--- src/rtl/hamming_mem_engine.sv ---
// SECDED (16,11) Hamming engine that walks a byte-wide data memory, encoding
// messages into codewords or decoding codewords into messages plus status.
module hamming_mem_engine #(
  parameter int MSG_COUNT = 15,
  parameter int SRC_BASE  = 0,
  parameter int DST_BASE  = 30,
  parameter int ADDR_W    = 8
) (
  input  logic              clk,
  input  logic              reset,
  input  logic              start,
  input  logic              mode,
  output logic              busy,
  output logic              done,
  output logic [ADDR_W-1:0] mem_addr,
  output logic              mem_wr_en,
  output logic [7:0]        mem_wr_data,
  input  logic [7:0]        mem_rd_data,
  output logic [7:0]        err_single_cnt,
  output logic [7:0]        err_double_cnt
);

  localparam int IDX_W = 7;
  localparam logic [IDX_W-1:0]  LAST_IDX = IDX_W'(MSG_COUNT - 1);
  localparam logic [ADDR_W-1:0] SRC_A    = ADDR_W'(SRC_BASE);
  localparam logic [ADDR_W-1:0] DST_A    = ADDR_W'(DST_BASE);
  localparam logic [ADDR_W-1:0] ONE_A    = ADDR_W'(1);

  typedef enum logic [2:0] {IDLE, RD_LO, RD_HI, CALC, WR_LO, WR_HI, DONE} state_t;
  typedef enum logic [1:0] {ST_CLEAN = 2'b00, ST_SINGLE = 2'b01, ST_DOUBLE = 2'b10} status_t;

  // {p8, p4, p2, p1} over data bits d[11:1].
  function automatic logic [3:0] parity_bits(input logic [11:1] d);
    return {^d[11:5],
            ^{d[11:8], d[4:2]},
            ^{d[11], d[10], d[7], d[6], d[4], d[3], d[1]},
            ^{d[11], d[9], d[7], d[5], d[4], d[2], d[1]}};
  endfunction

  function automatic logic [15:0] hamming_encode(input logic [11:1] d);
    logic [3:0]  p;
    logic [15:1] body;
    p    = parity_bits(d);
    body = {d[11:5], p[3], d[4:2], p[2], d[1], p[1], p[0]};
    return {body, ^body};
  endfunction

  // Hamming position that carries data bit d[k].
  function automatic logic [3:0] data_pos(input logic [3:0] k);
    case (k)
      4'd1:    return 4'd3;
      4'd2:    return 4'd5;
      4'd3:    return 4'd6;
      4'd4:    return 4'd7;
      default: return k + 4'd4;
    endcase
  endfunction

  state_t           state;
  logic             launch;
  logic             mode_q;
  logic [IDX_W-1:0] idx;
  logic [7:0]       lo_byte;
  logic [7:0]       result_hi;

  logic [ADDR_W-1:0] off_cur;
  logic [ADDR_W-1:0] off_nxt;
  logic [15:0]       rx_word;
  logic [11:1]       rx_data;
  logic [11:1]       fix_data;
  logic [3:0]        syndrome;
  logic              overall;
  status_t           status;
  logic [15:0]       enc_word;
  logic [15:0]       result_nxt;

  assign off_cur = ADDR_W'({idx, 1'b0});
  assign off_nxt = ADDR_W'({idx + IDX_W'(1), 1'b0});

  // The high byte arrives on mem_rd_data during CALC; the low byte was captured in RD_HI.
  // NOTE: every always_comb output gets a value on every path (defaults first), otherwise a latch is inferred.
  always_comb begin
    rx_word  = {mem_rd_data, lo_byte};
    rx_data  = {rx_word[15:9], rx_word[7:5], rx_word[3]};
    syndrome = parity_bits(rx_data) ^ {rx_word[8], rx_word[4], rx_word[2], rx_word[1]};
    overall  = ^rx_word;
    fix_data = rx_data;
    for (int k = 1; k <= 11; k++) begin
      fix_data[k] = rx_data[k] ^ (overall && (syndrome == data_pos(4'(k))));
    end
    if (overall)             status = ST_SINGLE;
    else if (syndrome != '0) status = ST_DOUBLE;
    else                     status = ST_CLEAN;
    enc_word   = hamming_encode({mem_rd_data[2:0], lo_byte});
    result_nxt = mode_q ? {status, 3'b000, fix_data} : enc_word;
  end

  // An accepted start spends one launch cycle clearing run state before RD_LO.
  // NOTE: sequential state uses non-blocking assignments so every register sees pre-edge values.
  always_ff @(posedge clk or negedge reset) begin
    if (!reset) begin
      state          <= IDLE;
      launch         <= 1'b0;
      mode_q         <= 1'b0;
      idx            <= '0;
      lo_byte        <= '0;
      result_hi      <= '0;
      busy           <= 1'b0;
      done           <= 1'b0;
      mem_addr       <= '0;
      mem_wr_en      <= 1'b0;
      mem_wr_data    <= '0;
      err_single_cnt <= '0;
      err_double_cnt <= '0;
    end else begin
      case (state)
        IDLE, DONE: begin
          if (launch) begin
            launch   <= 1'b0;
            busy     <= 1'b1;
            mem_addr <= SRC_A;
            state    <= RD_LO;
          end else if (start) begin
            launch         <= 1'b1;
            mode_q         <= mode;
            done           <= 1'b0;
            idx            <= '0;
            err_single_cnt <= '0;
            err_double_cnt <= '0;
          end
        end
        RD_LO: begin
          mem_addr <= SRC_A + off_cur + ONE_A;
          state    <= RD_HI;
        end
        RD_HI: begin
          lo_byte <= mem_rd_data;
          state   <= CALC;
        end
        CALC: begin
          result_hi   <= result_nxt[15:8];
          mem_wr_data <= result_nxt[7:0];
          mem_addr    <= DST_A + off_cur;
          mem_wr_en   <= 1'b1;
          if (mode_q && status == ST_SINGLE && err_single_cnt != 8'hFF)
            err_single_cnt <= err_single_cnt + 8'd1;
          if (mode_q && status == ST_DOUBLE && err_double_cnt != 8'hFF)
            err_double_cnt <= err_double_cnt + 8'd1;
          state <= WR_LO;
        end
        WR_LO: begin
          mem_addr    <= DST_A + off_cur + ONE_A;
          mem_wr_data <= result_hi;
          state       <= WR_HI;
        end
        WR_HI: begin
          mem_wr_en <= 1'b0;
          if (idx == LAST_IDX) begin
            busy  <= 1'b0;
            done  <= 1'b1;
            state <= DONE;
          end else begin
            idx      <= idx + IDX_W'(1);
            mem_addr <= SRC_A + off_nxt;
            state    <= RD_LO;
          end
        end
        default: state <= IDLE;
      endcase
    end
  end

endmodule

--- config.mk ---
export PLATFORM = sky130hd
export DESIGN_NAME = hamming_mem_engine
export DESIGN_NICKNAME = d
export VERILOG_FILES = /design/src/rtl/hamming_mem_engine.sv
export SDC_FILE = /design/constraint.sdc
export NUM_CORES = 1
export LEC_CHECK = 0
export CORE_MARGIN = 2
export CORE_UTILIZATION = 62
export DETAILED_ROUTE_END_ITERATION = 8
export PLACE_DENSITY_LB_ADDON = 0.12
export SLEW_MARGIN = 20
export SYNTH_ARGS = -nofsm -noshare
export SYNTH_HDL_FRONTEND = slang
export SYNTH_SLANG_ARGS = --single-unit
export TNS_END_PERCENT = 100
--- constraint.sdc ---
create_clock -name clk -period 4.1 [get_ports clk]
set_input_delay 0.82 -clock clk [delete_from_list [all_inputs] [get_ports clk]]
set_output_delay 0.82 -clock clk [all_outputs]
set_load 0.05 [all_outputs]
==> summary.md <==
| Metric | Value |
|---|---|
| Half-perimeter wire length of the detailed placement result | 7500 µm |
| Post-CTS clock slew at the launch and capture registers of the worst setup and hold paths | 80 ps |
| Cts bufs inserted | 9 |
| Worst rel slew slack | 40.6% |
| Upper clock frequency limit | 286 MHz |
| Post-route non-filler standard cell count | ~610 |
| Worst path max stage delay | around 690 ps |
| Post-synthesis sequential area ratio | between 30% and 40% |
| Number of buffer cells added on primary ports | 46 |
| Largest net degree at the start of global routing | 44 |
| Critical path class | in2reg |
| Setup repair after global routing missed its margin | no |
| Overall overflow remaining after global route | 0 |
| Clk Tree Root Cell | sky130_fd_sc_hd__clkbuf_8 |
| Total number of placement rows | 30 |
| Worst IR Drop VDD | roughly 970 µV |
| Share of cells above drive strength 1 | 7.71% |
| Via count of the first global-routing pass | around 3.7k |
| CTS max path bufs | 2 |
| Largest family of logic cells by synthesized area | simple AND/OR/NAND/NOR gates |
| Critical Path AT | around 3800 ps |
| Clock tree from TritonCTS | done |
| Final setup fails | 0 |
| Chip Width | 87.3 µm |
| Leakage power summed over all cells | 0.00202 µW |
| Via total after detailed routing | 3,904 |
| CP Cell Sequence | clkdlybuf4s50_1, xor3_1, xnor2_1, nor2_1, a21o_1, a2111o_1, or4_1, a21oi_1 |
| Setup clock skew after layout | approximately 13 ps |
| Time the worst path needs with I/O delays and setup | 3490 ps |
| Outcome | finished, final reports clean |
| Vias per inst | 6.38 |
| Actual slew at the worst max-slew pin | about 890 ps |
| Wire length of the first global-routing pass | around 18,000 µm |
| Share of cell area taken by muxes after synthesis | 3.99% |
| EDFF count, synth | 0 |
| Class of the most critical hold timing path | in2async |
| Complex-gate fraction of the synthesized area | between 10% and 20% |
| Starting utilization of the core area | between 60% and 70% |
| Total DRC errors in the routed layout | 0 |
| Design Power | between 4000 and 5000 µW |
| Largest fanout on the critical path | 8 |
| Wirelength, routed | 10,800 µm |
| Router iterations before antenna repair | 8 |
| Most area-consuming cells after synthesis | sky130_fd_sc_hd__dfrtp_1 (37%), sky130_fd_sc_hd__xnor2_1 (6.5%), sky130_fd_sc_hd__nand2_1 (6.0%) |
| Top_reg_cell synth | sky130_fd_sc_hd__dfrtp_1 |
| Initial antenna violation count | 0 |
| Fraction of the mapped netlist area in adder cells | between 1 and 1.5% |
| MaxCap Viol Count | 0 |
| Worst setup SP type | input port |
| Number of primary I/O pins | between 40 and 50 |
| Gate Count Post-Synth | slightly below 500 |
| Syn_nets | 514 |
| # resized after CTS | 0 |
| Antenna fix cells | 0 |
| Leading area contributor after synthesis | sky130_fd_sc_hd__dfrtp_1 |
| Routed length per instance | 17.7 µm |
| Final period util | 85.1% |
| Number of buffers added to fix hold violations after cts | 0 |
| Die outline area | 7620 µm² |
| Asr flop ratio synth | 100% |
| Yosys top cell area share | 36.7% |
| Clock latency on the worst-skew pair | 340 ps |
| Growth of design area from synthesis to finish | 16.8% |
| Commonest cells after routing, fill and taps aside | sky130_fd_sc_hd__nand2_1 (69), sky130_fd_sc_hd__dfrtp_1 (63), sky130_fd_sc_hd__clkdlybuf4s50_1 (45), sky130_fd_sc_hd__o21ai_0 (39), sky130_fd_sc_hd__a21oi_1 (34) |
| Syn avg cell area | 8.65 µm² |
| Clock sink count | between 60 and 70 |
| Total number of yosys warnings | 0 |
| Number of pins exceeding their max-slew limit in the final report | 0 |
| Most common library cell in the layout ignoring fill and taps | sky130_fd_sc_hd__nand2_1 |
| Routed Antenna Nets | 0 |
| Final cell utilization of the core | 74.3% |
| Crit Reg-Reg Startpoint | state[2] |
| Final number of hold-violating endpoints | 0 |
| Fraction of synthesized cell area in xor and xnor cells | 14.8% |
| CP max stage cell | sky130_fd_sc_hd__clkdlybuf4s50_1 |
| TNS Setup | 0 ps |
| Count of distinct cell types in the synthesized netlist | 54 |
| Placed cell count | between 500 and 600 |
| CTS H-tree depth | 3 |
| Fillcell total | 488 |
| Final estimated routing congestion in global placement | 0.953 |
| Required time of the worst setup path | 4360 ps |
| CP Launch Point | mem_rd_data[1] |
| Element type at the critical path end | flop |
| Starting DRT DRC Count | 178 |
| Final layout net count | 546 |
| Area of the mapped netlist | roughly 4300 µm² |
| Number of flip-flops and latches in the synthesized netlist | 63 |
| Power density of the placed cells | 945 nW/µm² |
| Global-route usage over all layers | around 30% |
| Height of the die | 87.3 µm |
| CORE AREA | 6760 µm² |
| Post-Synth Simple-Gate Area | about 22% |
| Post-CTS Setup Inserts | 0 |
-- cells by family after synthesis --
family,after synthesis
compound gates,124
simple gates,192
mux,16
xor+xnor,57
fa+ha+maj,5
flops,63
buf+inv,40
-- worst paths after layout --
path / to / slack [ps] / depth (start not counted)
max: err_double_cnt[7] / 610 / 8
min: mem_wr_en / 360 / 1
max reg2reg: err_double_cnt[7] / 1030 / 7
min reg2reg: result_hi[5] / 480 / 2
max in group asynchronous: result_hi[1] / 3130 / 2
min in group clk: result_hi[5] / 480 / 2
-- sequential cells by signal, indices dropped and copies added (netlist names), 3 cells and up --
| register | cells |
|---|---|
| err_double_cnt | 8 |
| err_single_cnt | 8 |
| lo_byte | 8 |
| mem_addr | 8 |
| mem_wr_data | 8 |
| result_hi | 8 |
| idx | 7 |
| state | 3 |
-- Yosys cell counts, types with 5 or more instances --
cell type	instances
sky130_fd_sc_hd__mux2i_1	7
sky130_fd_sc_hd__o31ai_1	5
sky130_fd_sc_hd__o21ai_0	39
sky130_fd_sc_hd__clkbuf_1	30
sky130_fd_sc_hd__dfrtp_1	63
sky130_fd_sc_hd__ha_1	5
sky130_fd_sc_hd__xnor2_1	32
sky130_fd_sc_hd__nor2b_1	6
sky130_fd_sc_hd__mux2_2	9
sky130_fd_sc_hd__nor2_1	30
sky130_fd_sc_hd__a32oi_1	6
sky130_fd_sc_hd__nand2_1	69
sky130_fd_sc_hd__nand2b_1	8
sky130_fd_sc_hd__nand3_1	21
sky130_fd_sc_hd__and3_1	7
sky130_fd_sc_hd__a31oi_1	5
sky130_fd_sc_hd__a21oi_1	34
sky130_fd_sc_hd__a211oi_1	5
sky130_fd_sc_hd__nor3_1	17
sky130_fd_sc_hd__nand3b_1	5
sky130_fd_sc_hd__xor2_1	15
sky130_fd_sc_hd__o22ai_1	9
sky130_fd_sc_hd__nor3b_1	5
-- where the power goes --
group | leakage, µW | switching [µW] | internal [µW]
clock | 0.000105 | 242 | 354
sequential | 0.000811 | 301 | 821
combinational | 0.00111 | 1800 | 1230
-- routing by layer --
metal / share of wire (%) / track usage [%]
met1: 43 / 38.9
met2: 48 / 49.7
met3: 6.3 / 5.59
met4: 2.6 / 10.5
met5: 0 / 0
-- metrics by stage --
step	hold WS (ps)	setup WS, ps	area (µm²)
3_3_place_gp	452	400	4790
6_report	360	609	5020
4_1_cts	480	642	5000
5_1_grt	363	473	5020
2_1_floorplan	439	1030	4300
3_5_place_dp	463	307	4790
-- worst max-delay path, delay by kind of cell --
family / cells / cell delay (ps)
AOI/OAI and AO/OA: 3 / 780
xor gates and xnor gates: 2 / 810
buffers and inverters: 1 / 690
and+or+nand+nor: 2 / 640
-- cell type report --
cell class                 count  area (µm²)  share of cell area, %
timing repair buffer          57         551                   11.0
clock buffer                  11         141                   2.82
clock inverter                 3        68.8                   1.37
tap                           80         100                   1.99
inverter                       4        15.0                  0.299
multi-input combinational    394        2570                   51.2
sequential                    63        1580                   31.4
No activity file was read; power rests on OpenSTA's default activity.
